## config.mk

```make
export PLATFORM = sky130hd
export DESIGN_NAME = alu_pipe_core
export DESIGN_NICKNAME = d
export VERILOG_FILES = /design/src/rtl/alu_pipe_core.sv
export SDC_FILE = /design/constraint.sdc
export NUM_CORES = 2
export LEC_CHECK = 0
export CAP_MARGIN = 20
export CELL_PAD_IN_SITES_DETAIL_PLACEMENT = 0
export CELL_PAD_IN_SITES_GLOBAL_PLACEMENT = 2
export CORE_UTILIZATION = 45
export CTS_CLUSTER_SIZE = 8
export DETAILED_ROUTE_END_ITERATION = 10
export GPL_TIMING_DRIVEN = 0
export PLACE_DENSITY = 0.84
export SLEW_MARGIN = 20
export SYNTH_ARGS = -nofsm -noshare
export SYNTH_HDL_FRONTEND = slang
export SYNTH_SLANG_ARGS = --single-unit
```

## constraint.sdc

```tcl
create_clock -name clk -period 12.4 [get_ports clk]
set_input_delay 1.86 -clock clk [delete_from_list [all_inputs] [get_ports clk]]
set_output_delay 1.86 -clock clk [all_outputs]
set_load 0.02 [all_outputs]
```

## src/rtl/alu_pipe_core.sv

```systemverilog
// Two-stage RV32I ALU-class core: combinational decode/operand read with
// single-level EX bypass, registered EX stage, writeback and retire report.
module alu_pipe_core #(
  parameter int XLEN  = 32,
  parameter int NREGS = 32,
  parameter int CNT_W = 32
) (
  input  logic             clk,
  input  logic             reset,
  input  logic             hold,
  input  logic             inst_valid,
  input  logic [31:0]      inst,
  output logic             inst_ready,
  output logic             retire_valid,
  output logic [4:0]       retire_rd,
  output logic [XLEN-1:0]  retire_data,
  output logic             illegal,
  output logic [CNT_W-1:0] instret,
  input  logic [4:0]       dbg_addr,
  output logic [XLEN-1:0]  dbg_data
);

  localparam int SH_W  = $clog2(XLEN);
  localparam int IDX_W = $clog2(NREGS);
  localparam logic [5:0] NREGS_L = 6'(NREGS);

  typedef enum logic [3:0] {
    OP_ADD, OP_SUB, OP_SLL, OP_SLT, OP_SLTU,
    OP_XOR, OP_SRL, OP_SRA, OP_OR, OP_AND
  } alu_op_e;

  function automatic logic idx_ok(input logic [4:0] idx);
    return {1'b0, idx} < NREGS_L;
  endfunction

  function automatic alu_op_e op_of(input logic [2:0] f3, input logic alt);
    case (f3)
      3'b000:  return alt ? OP_SUB : OP_ADD;
      3'b001:  return OP_SLL;
      3'b010:  return OP_SLT;
      3'b011:  return OP_SLTU;
      3'b100:  return OP_XOR;
      3'b101:  return alt ? OP_SRA : OP_SRL;
      3'b110:  return OP_OR;
      default: return OP_AND;
    endcase
  endfunction

  logic [XLEN-1:0] rf [NREGS];

  logic            ex_valid_reg;
  logic            ex_legal_reg;
  alu_op_e         ex_op_reg;
  logic [XLEN-1:0] ex_a_reg;
  logic [XLEN-1:0] ex_b_reg;
  logic [4:0]      ex_rd_reg;
  logic [XLEN-1:0] ex_result;

  logic             retire_valid_reg;
  logic [4:0]       retire_rd_reg;
  logic [XLEN-1:0]  retire_data_reg;
  logic             illegal_reg;
  logic [CNT_W-1:0] instret_reg;

  logic accept;
  logic wr_en;

  assign inst_ready = !hold && reset;
  assign accept     = inst_valid && inst_ready;
  assign wr_en      = ex_valid_reg && ex_legal_reg && (ex_rd_reg != 5'd0);

  // Field extraction
  logic [6:0] opcode;
  logic [4:0] rd;
  logic [2:0] funct3;
  logic [4:0] rs1;
  logic [4:0] rs2;
  logic [6:0] funct7;
  logic [XLEN-1:0] imm_i;
  logic [XLEN-1:0] imm_u;
  logic shamt_hi_zero;
  logic shamt_hi_sra;

  assign opcode = inst[6:0];
  assign rd     = inst[11:7];
  assign funct3 = inst[14:12];
  assign rs1    = inst[19:15];
  assign rs2    = inst[24:20];
  assign funct7 = inst[31:25];
  assign imm_i  = XLEN'($signed(inst[31:20]));
  assign imm_u  = XLEN'($signed({inst[31:12], 12'b0}));

  // On 64-bit datapaths bit 25 belongs to the shift amount.
  assign shamt_hi_zero = (XLEN == 64) ? (inst[31:26] == 6'b000000) : (inst[31:25] == 7'b0000000);
  assign shamt_hi_sra  = (XLEN == 64) ? (inst[31:26] == 6'b010000) : (inst[31:25] == 7'b0100000);

  // Operand read: x0 and out-of-range indices read 0; EX result bypasses the file.
  genvar gi;
  generate
    for (gi = 0; gi < 2; gi++) begin : g_src
      localparam int LSB = (gi == 0) ? 15 : 20;
      logic [4:0]      idx;
      logic [XLEN-1:0] val;
      assign idx = inst[LSB +: 5];
      always_comb begin
        if (idx == 5'd0 || !idx_ok(idx))
          val = '0;
        else if (ex_valid_reg && ex_legal_reg && ex_rd_reg == idx)
          val = ex_result;
        else
          val = rf[idx[IDX_W-1:0]];
      end
    end
  endgenerate

  logic            dec_legal;
  alu_op_e         dec_op;
  logic [XLEN-1:0] dec_a;
  logic [XLEN-1:0] dec_b;

  always_comb begin
    dec_legal = 1'b0;
    dec_op    = OP_ADD;
    dec_a     = g_src[0].val;
    dec_b     = g_src[1].val;
    case (opcode)
      7'b0110011: begin
        dec_op    = op_of(funct3, funct7[5]);
        dec_legal = idx_ok(rd) && idx_ok(rs1) && idx_ok(rs2) &&
                    ((funct7 == 7'b0000000) ||
                     (funct7 == 7'b0100000 && (funct3 == 3'b000 || funct3 == 3'b101)));
      end
      7'b0010011: begin
        dec_b     = imm_i;
        dec_op    = op_of(funct3, (funct3 == 3'b101) && inst[30]);
        dec_legal = idx_ok(rd) && idx_ok(rs1);
        if (funct3 == 3'b001)
          dec_legal = dec_legal && shamt_hi_zero;
        else if (funct3 == 3'b101)
          dec_legal = dec_legal && (shamt_hi_zero || shamt_hi_sra);
      end
      7'b0110111: begin
        dec_a     = '0;
        dec_b     = imm_u;
        dec_legal = idx_ok(rd);
      end
      default: ;
    endcase
  end

  logic [SH_W-1:0] ex_sh;
  assign ex_sh = ex_b_reg[SH_W-1:0];

  always_comb begin
    ex_result = '0;
    case (ex_op_reg)
      OP_ADD:  ex_result = ex_a_reg + ex_b_reg;
      OP_SUB:  ex_result = ex_a_reg - ex_b_reg;
      OP_SLL:  ex_result = ex_a_reg << ex_sh;
      OP_SLT:  ex_result = XLEN'($signed(ex_a_reg) < $signed(ex_b_reg));
      OP_SLTU: ex_result = XLEN'(ex_a_reg < ex_b_reg);
      OP_XOR:  ex_result = ex_a_reg ^ ex_b_reg;
      OP_SRL:  ex_result = ex_a_reg >> ex_sh;
      OP_SRA:  ex_result = $signed(ex_a_reg) >>> ex_sh;
      OP_OR:   ex_result = ex_a_reg | ex_b_reg;
      OP_AND:  ex_result = ex_a_reg & ex_b_reg;
      default: ex_result = '0;
    endcase
  end

  // EX payload needs no reset: ex_valid_reg qualifies every use of it.
  always_ff @(posedge clk) begin
    if (accept) begin
      ex_legal_reg <= dec_legal;
      ex_op_reg    <= dec_op;
      ex_a_reg     <= dec_a;
      ex_b_reg     <= dec_b;
      ex_rd_reg    <= rd;
    end
  end

  always_ff @(posedge clk) begin
    if (!reset) begin
      ex_valid_reg     <= 1'b0;
      retire_valid_reg <= 1'b0;
      retire_rd_reg    <= '0;
      retire_data_reg  <= '0;
      illegal_reg      <= 1'b0;
      instret_reg      <= '0;
    end else begin
      ex_valid_reg     <= accept;
      retire_valid_reg <= ex_valid_reg && ex_legal_reg;
      illegal_reg      <= ex_valid_reg && !ex_legal_reg;
      if (ex_valid_reg && ex_legal_reg) begin
        retire_rd_reg   <= ex_rd_reg;
        retire_data_reg <= ex_result;
        instret_reg     <= instret_reg + 1'b1;
      end
    end
  end

  always_ff @(posedge clk) begin
    if (!reset) begin
      for (int i = 0; i < NREGS; i++)
        rf[i] <= '0;
    end else if (wr_en) begin
      rf[ex_rd_reg[IDX_W-1:0]] <= ex_result;
    end
  end

  assign dbg_data = (dbg_addr != 5'd0 && idx_ok(dbg_addr)) ? rf[dbg_addr[IDX_W-1:0]] : '0;

  assign retire_valid = retire_valid_reg;
  assign retire_rd    = retire_rd_reg;
  assign retire_data  = retire_data_reg;
  assign illegal      = illegal_reg;
  assign instret      = instret_reg;

endmodule

```

# After elaboration in Yosys (flattened, before gate mapping)
# Memory sizes are Yosys's and may differ from the RTL's. A register that Yosys moved wholly into a read port is not among the register bits.
# Index checks and enable logic that the tools add are counted.
# Widths: inputs -> output; s select.
# classes
add_sub_neg	3
magnitude_cmp	2
n_eq_ne	20
shift	3
n_mux	22
bitwise	3
reduce_logical	22
# op_table
cell	count
$pmux 32 s10	1
$mux 32	4
$lt 32x32->1	2
$pmux 32 s2	1
$pmux 4 s7	2
$add 32x1->32 const B	1
$add 32x32->32	1
$and 32x32->32	1
$or 32x32->32	1
$reduce_or 32->1	1
$shl 32x5->32	1
$shr 32x5->32	1
$sshr 32x5->32	1
$sub 32x32->32	1
$xor 32x32->32	1
$eq 7x6->1 const B	3
$eq 4x3->1 const B	4
$mux 1	11
$logic_not 5->1	2
$reduce_bool 5->1	2
$eq 3x3->1 const B	3
$eq 4x2->1 const B	2
$eq 4x4->1 const B	2
$logic_and 1x1->1	8
other kinds (14)	18
# word_totals
regBits	114
mem_bits_rw	1024
in_bits	41
out_inout_bits	104
elab_cells	86
n_memories	1
# mem_list
memory	words	word_bits	read_ports	rd_clocked_by_memory_dff	write_ports	line	text
rf	32	32	3	1	32	49	logic [XLEN-1:0] rf [NREGS];

# Depth between registers and ports, before layout
# logic_depth
depth_word	7
ltp_mapped	16
depth_no_buf	13

# Least setup slack after synthesis
# OpenSTA, ideal clock, no wires.
# synth_path
kind	input port to output port
startpoint	in dbg_addr[0]
endpoint	out dbg_data[10]
arrival_time_ns	4.295
t_required_ns	10.540
slack_ns	6.245
cell_stages	7
n_path_buf	3
cell_sequence	clkbuf_1 > buf_1 > buf_1 > mux4_2 > mux4_2 > mux2i_1 > nor2_1
# synth_between
elab_chain_cells	2
word_cells_on_any_way	3
cone_classes	mux: 1; reduce/logical: 1; memory: 1
# synth_lines
element	line	text
start: declaration	19	input logic [4:0] dbg_addr,
$mem_v2 32x32 / $reduce_bool 5->1 (equally long branches)	--	
$mux 32 (*)	211	assign dbg_data = (dbg_addr != 5'd0 && idx_ok(dbg_addr)) ? rf[dbg_addr[IDX_W-1:0]] : '0;
end: declaration	20	output logic [XLEN-1:0] dbg_data
# Every way passes the cells marked *; elsewhere a longest branch is shown, timed or not.

# Final worst setup path
# layout_path
startpoint	in dbg_addr[1]
endpoint	out dbg_data[14]
# The elaborated chain is that of the path after synthesis.

==> impl_metrics.csv <==
group,metric,value,unit
clocking,cts_buffers,167,
floorplan,dieHeight,411,um
timing,relSlewSlack,0.0765,
detailed_routing,first_iter_violations,11200,
timing,finClkSkew,46.0,ps
timing,rsz0062_at_grt,"false",
worst_setup_path,cp_cell_sequence,"clkbuf_1, clkbuf_1, clkbuf_1, mux4_2, mux4_2, mux2i_1, nor2_1, clkdlybuf4s50_1",
detailed_routing,wl_per_cell,46.7,um
timing,max_freq,122,MHz
detailed_routing,drc,0,
timing,final_hold_viol_count,0,
final_layout,layout-drive-gt1-share,0.238,
pwr,p_sw,3350,uW
worst_setup_path,path_class,"input port to output port",
worst_setup_path,arrival,6350,ps
logic_synthesis,ys.flop_type,"edfxtp_1",
worst_setup_path,slowest_stage,"clkbuf_1",
floorplan,die_x,411,um
worst_setup_path,path_max_fanout,10,
logic_synthesis,ys_ff_latch,1170,
clocking,htreeDepth,4,
clocking,worstSkewPairLatency,870,ps
pwr,swShare,0.304,
placed_design,dp_hpwl,311000,um
detailed_routing,via_count,63500,
pwr,intPower,7660,uW
placed_design,io_buffers,133,
logic_synthesis,synth_area_leaders,"edfxtp_1 44%, mux4_2 24%, nor2_1 6.3%",
clocking,post_cts.repair.setup_buffers,0,
final_layout,largest_reg_flops,1024,
timing,timing.final.ws_setup,4190,ps
logic_synthesis,synth_edf_count,1098,
clocking,cts-resized-gates,0,
worst_setup_path,crit_family,"buffers and inverters",
logic_synthesis,syn-instance-count,5987,
logic_synthesis,synthArstFlopShare,0,
logic_synthesis,yosysTopAreaCell,"edfxtp_1",
pwr,powerDensity,128,mW/mm2
worst_setup_path,max_stage_delay,1060,ps
worst_setup_path,cp_common_cell,"clkbuf_1",
placed_design,place_area,0.0812,mm2
floorplan,design.die.area,0.169,mm2
detailed_routing,via_per_inst,7.36,
grt,gr-total-overflow,0,
floorplan,core_area,0.165,mm2
pwr,seq_power_share,0.417,
worst_setup_path,startpoint_type,"input port",
logic_synthesis,syn_area,0.0752,mm2
pwr,ir_drop,0.000169,V
grt,grt_pass1_vias,59200,
timing,period_minus_slack,8210,ps
logic_synthesis,postSynthAreaPerCell,12.6,um2
detailed_routing,dr.pass1.iters,6,
pwr,pwr-share-clk,0.393,
placed_design,place_ws,4570,ps
pwr,p_leak,0.0298,uW
final_layout,largest_register,"rf",
timing,worstMarginPinSlew,1390,ps
grt,grtUsageTotal,0.472,
hold_path,hold_path.class,"flip-flop to flip-flop",
timing,final_max_slew_viol_count,0,
grt,grt_pass1_wl,525000,um
timing,setup_violations,0,
floorplan,rows,149,
logic_synthesis,seq_area_frac_synth,0.458,
clocking,cts_sinks,1170,
floorplan,ios,145,
placed_design,gp_congestion,1.07,
timing,fin_crit_sh,0.662,
clocking,hold_buffers,0,
clocking,clk_pin_slew_worst_paths,50,ps
detailed_routing,ant_nets,0,
final_layout,areaGrowthSynthToFinish,14.2,%
floorplan,initial_core_util,0.455,
status,status,"finished, final reports clean",
worst_setup_path,path_buf_inv,4,
final_layout,nets,6530,
pwr,pwr-share-comb,0.190,
detailed_routing,routed_wl,403000,um
timing,tns,0,ps
logic_synthesis,yosysTopAreaCellShare,0.438,
clocking,clockBufferDepth,3,
grt,grt_max_degree,59,
worst_setup_path,end_kind,"output port",
logic_synthesis,ys_warn_count,0,
clocking,cts-root-buf,"clkbuf_16",
logic_synthesis,synth_cell_types,89,
clocking,cts_tree,"done",
grt,antenna_found_initial,29,
flow_run,cap_viol_max_count,0,
worst_setup_path,required,10540,ps
final_layout,final_cell_area,0.0859,mm2
## worst reg2reg max path: stages (launching register included)
cell and delay [ps]:
edfxtp_1 450, clkbuf_1 360, inv_1 290, clkbuf_1 610, clkbuf_1 810, ha_1 400
nor2b_1 120, nor4_1 620, a21oi_1 370, nor4_1 1190, o31ai_1 200, a311o_1 400
o21a_1 110, a31oi_2 660, buf_4 400, nor2_1 90
## layout by cell type, fill, tap and decap left out, types with 23 or more instances in the layout
master,count
mux2i_1,299
ha_1,99
buf_12,28
a21oi_1,235
clkdlybuf4s50_1,133
dfxtp_1,72
inv_1,105
a22oi_1,81
edfxtp_1,1098
buf_4,23
buf_1,27
conb_1,32
nor4_1,26
clkbuf_2,95
nor2b_1,26
o211ai_1,68
xnor2_1,29
nor2_1,1262
clkbuf_1,328
a221oi_1,82
o221ai_1,36
buf_2,162
mux4_2,813
mux2_2,84
o21ai_0,259
o22ai_1,25
nand3_1,34
nor3_1,33
clkbuf_16,170
nand2_1,184
a211oi_1,35
## power by group through the flow
stage	Combinational (uW)	Clock, uW	Sequential (uW)
2_1_floorplan	1060	0	4620
3_3_place_gp	1910	0	4660
3_5_place_dp	1960	0	4660
4_1_cts	1970	4280	4580
5_1_grt	2070	4420	4600
6_report	2090	4330	4590
## cells in the mapped netlist (27+ instances only)
master and n:
nor2_1 1264, inv_1 105, edfxtp_1 1098, xnor2_1 29, a21oi_1 240, o221ai_1 36
o211ai_1 68, buf_1 78, a221oi_1 82, clkbuf_1 399, nand2_1 215, buf_2 114
nor3_1 35, mux2_2 84, dfxtp_1 72, o21ai_0 259, nand3_1 34, mux2i_1 299
a22oi_1 81, ha_1 99, nor4_1 28, mux4_2 813, a211oi_1 37, nor2b_1 27
## worst paths after layout
| kind | slack (ps) | endpoint | startpoint | cells past startpoint |
|---|---|---|---|---|
| worst min-delay path | 460 | retire_rd[4] | retire_rd[4] | 2 |
| worst max register to register | 5050 | rf[28][29] | ex_b_reg[4] | 15 |
| worst min register to register | 460 | retire_rd[4] | retire_rd[4] | 2 |
| worst max-delay path | 4190 | dbg_data[14] | dbg_addr[1] | 8 |
## layout make-up
cell class | instances | area (um2)
repair buffers | 201 | 2680
multi-input cells | 4126 | 38300
flip-flops and latches | 1170 | 34400
clock buffers | 194 | 4360
diodes | 14 | 35.0
fillers | 14400 | 79500
plain buffers | 615 | 2750
inverters | 107 | 402
well taps | 2189 | 2740
clock inverters | 15 | 256
## logic make-up after synthesis
kind of cell / count (synthesis) / share of synthesized area
AO/OA/AOI/OAI: 1017 / 0.0895
buffers and inverters: 722 / 0.0395
multiplexers: 1196 / 0.296
XOR/XNOR: 50 / 0.00582
adder cells (fa/ha/maj): 101 / 0.0170
flip-flops: 1170 / 0.458
AND/OR/NAND/NOR: 1730 / 0.0948
other: 1 / 0.0000499
## layer usage
metal  GRT usage  routed length (um)  vias to the layer above
met2       0.681              171000                     5699
met3       0.209               61900                     1335
li1            -                   -                    24100
met4       0.338               35800                       28
met1       0.557              134000                    32300
met5      0.0220                 556                        -
## per-stage QoR
step / utilization / hold WS, ps / instances / total power, uW
after floorplan: - / 433 / 6018 / 5680
after global placement: 0.480 / 445 / 8340 / 6560
after detailed placement: 0.491 / 448 / 8407 / 6620
after CTS: 0.519 / 455 / 8616 / 10800
after global routing: 0.519 / 485 / 8620 / 11100
final: 0.519 / 458 / 8631 / 11000
(Power assumes the default switching activity.)
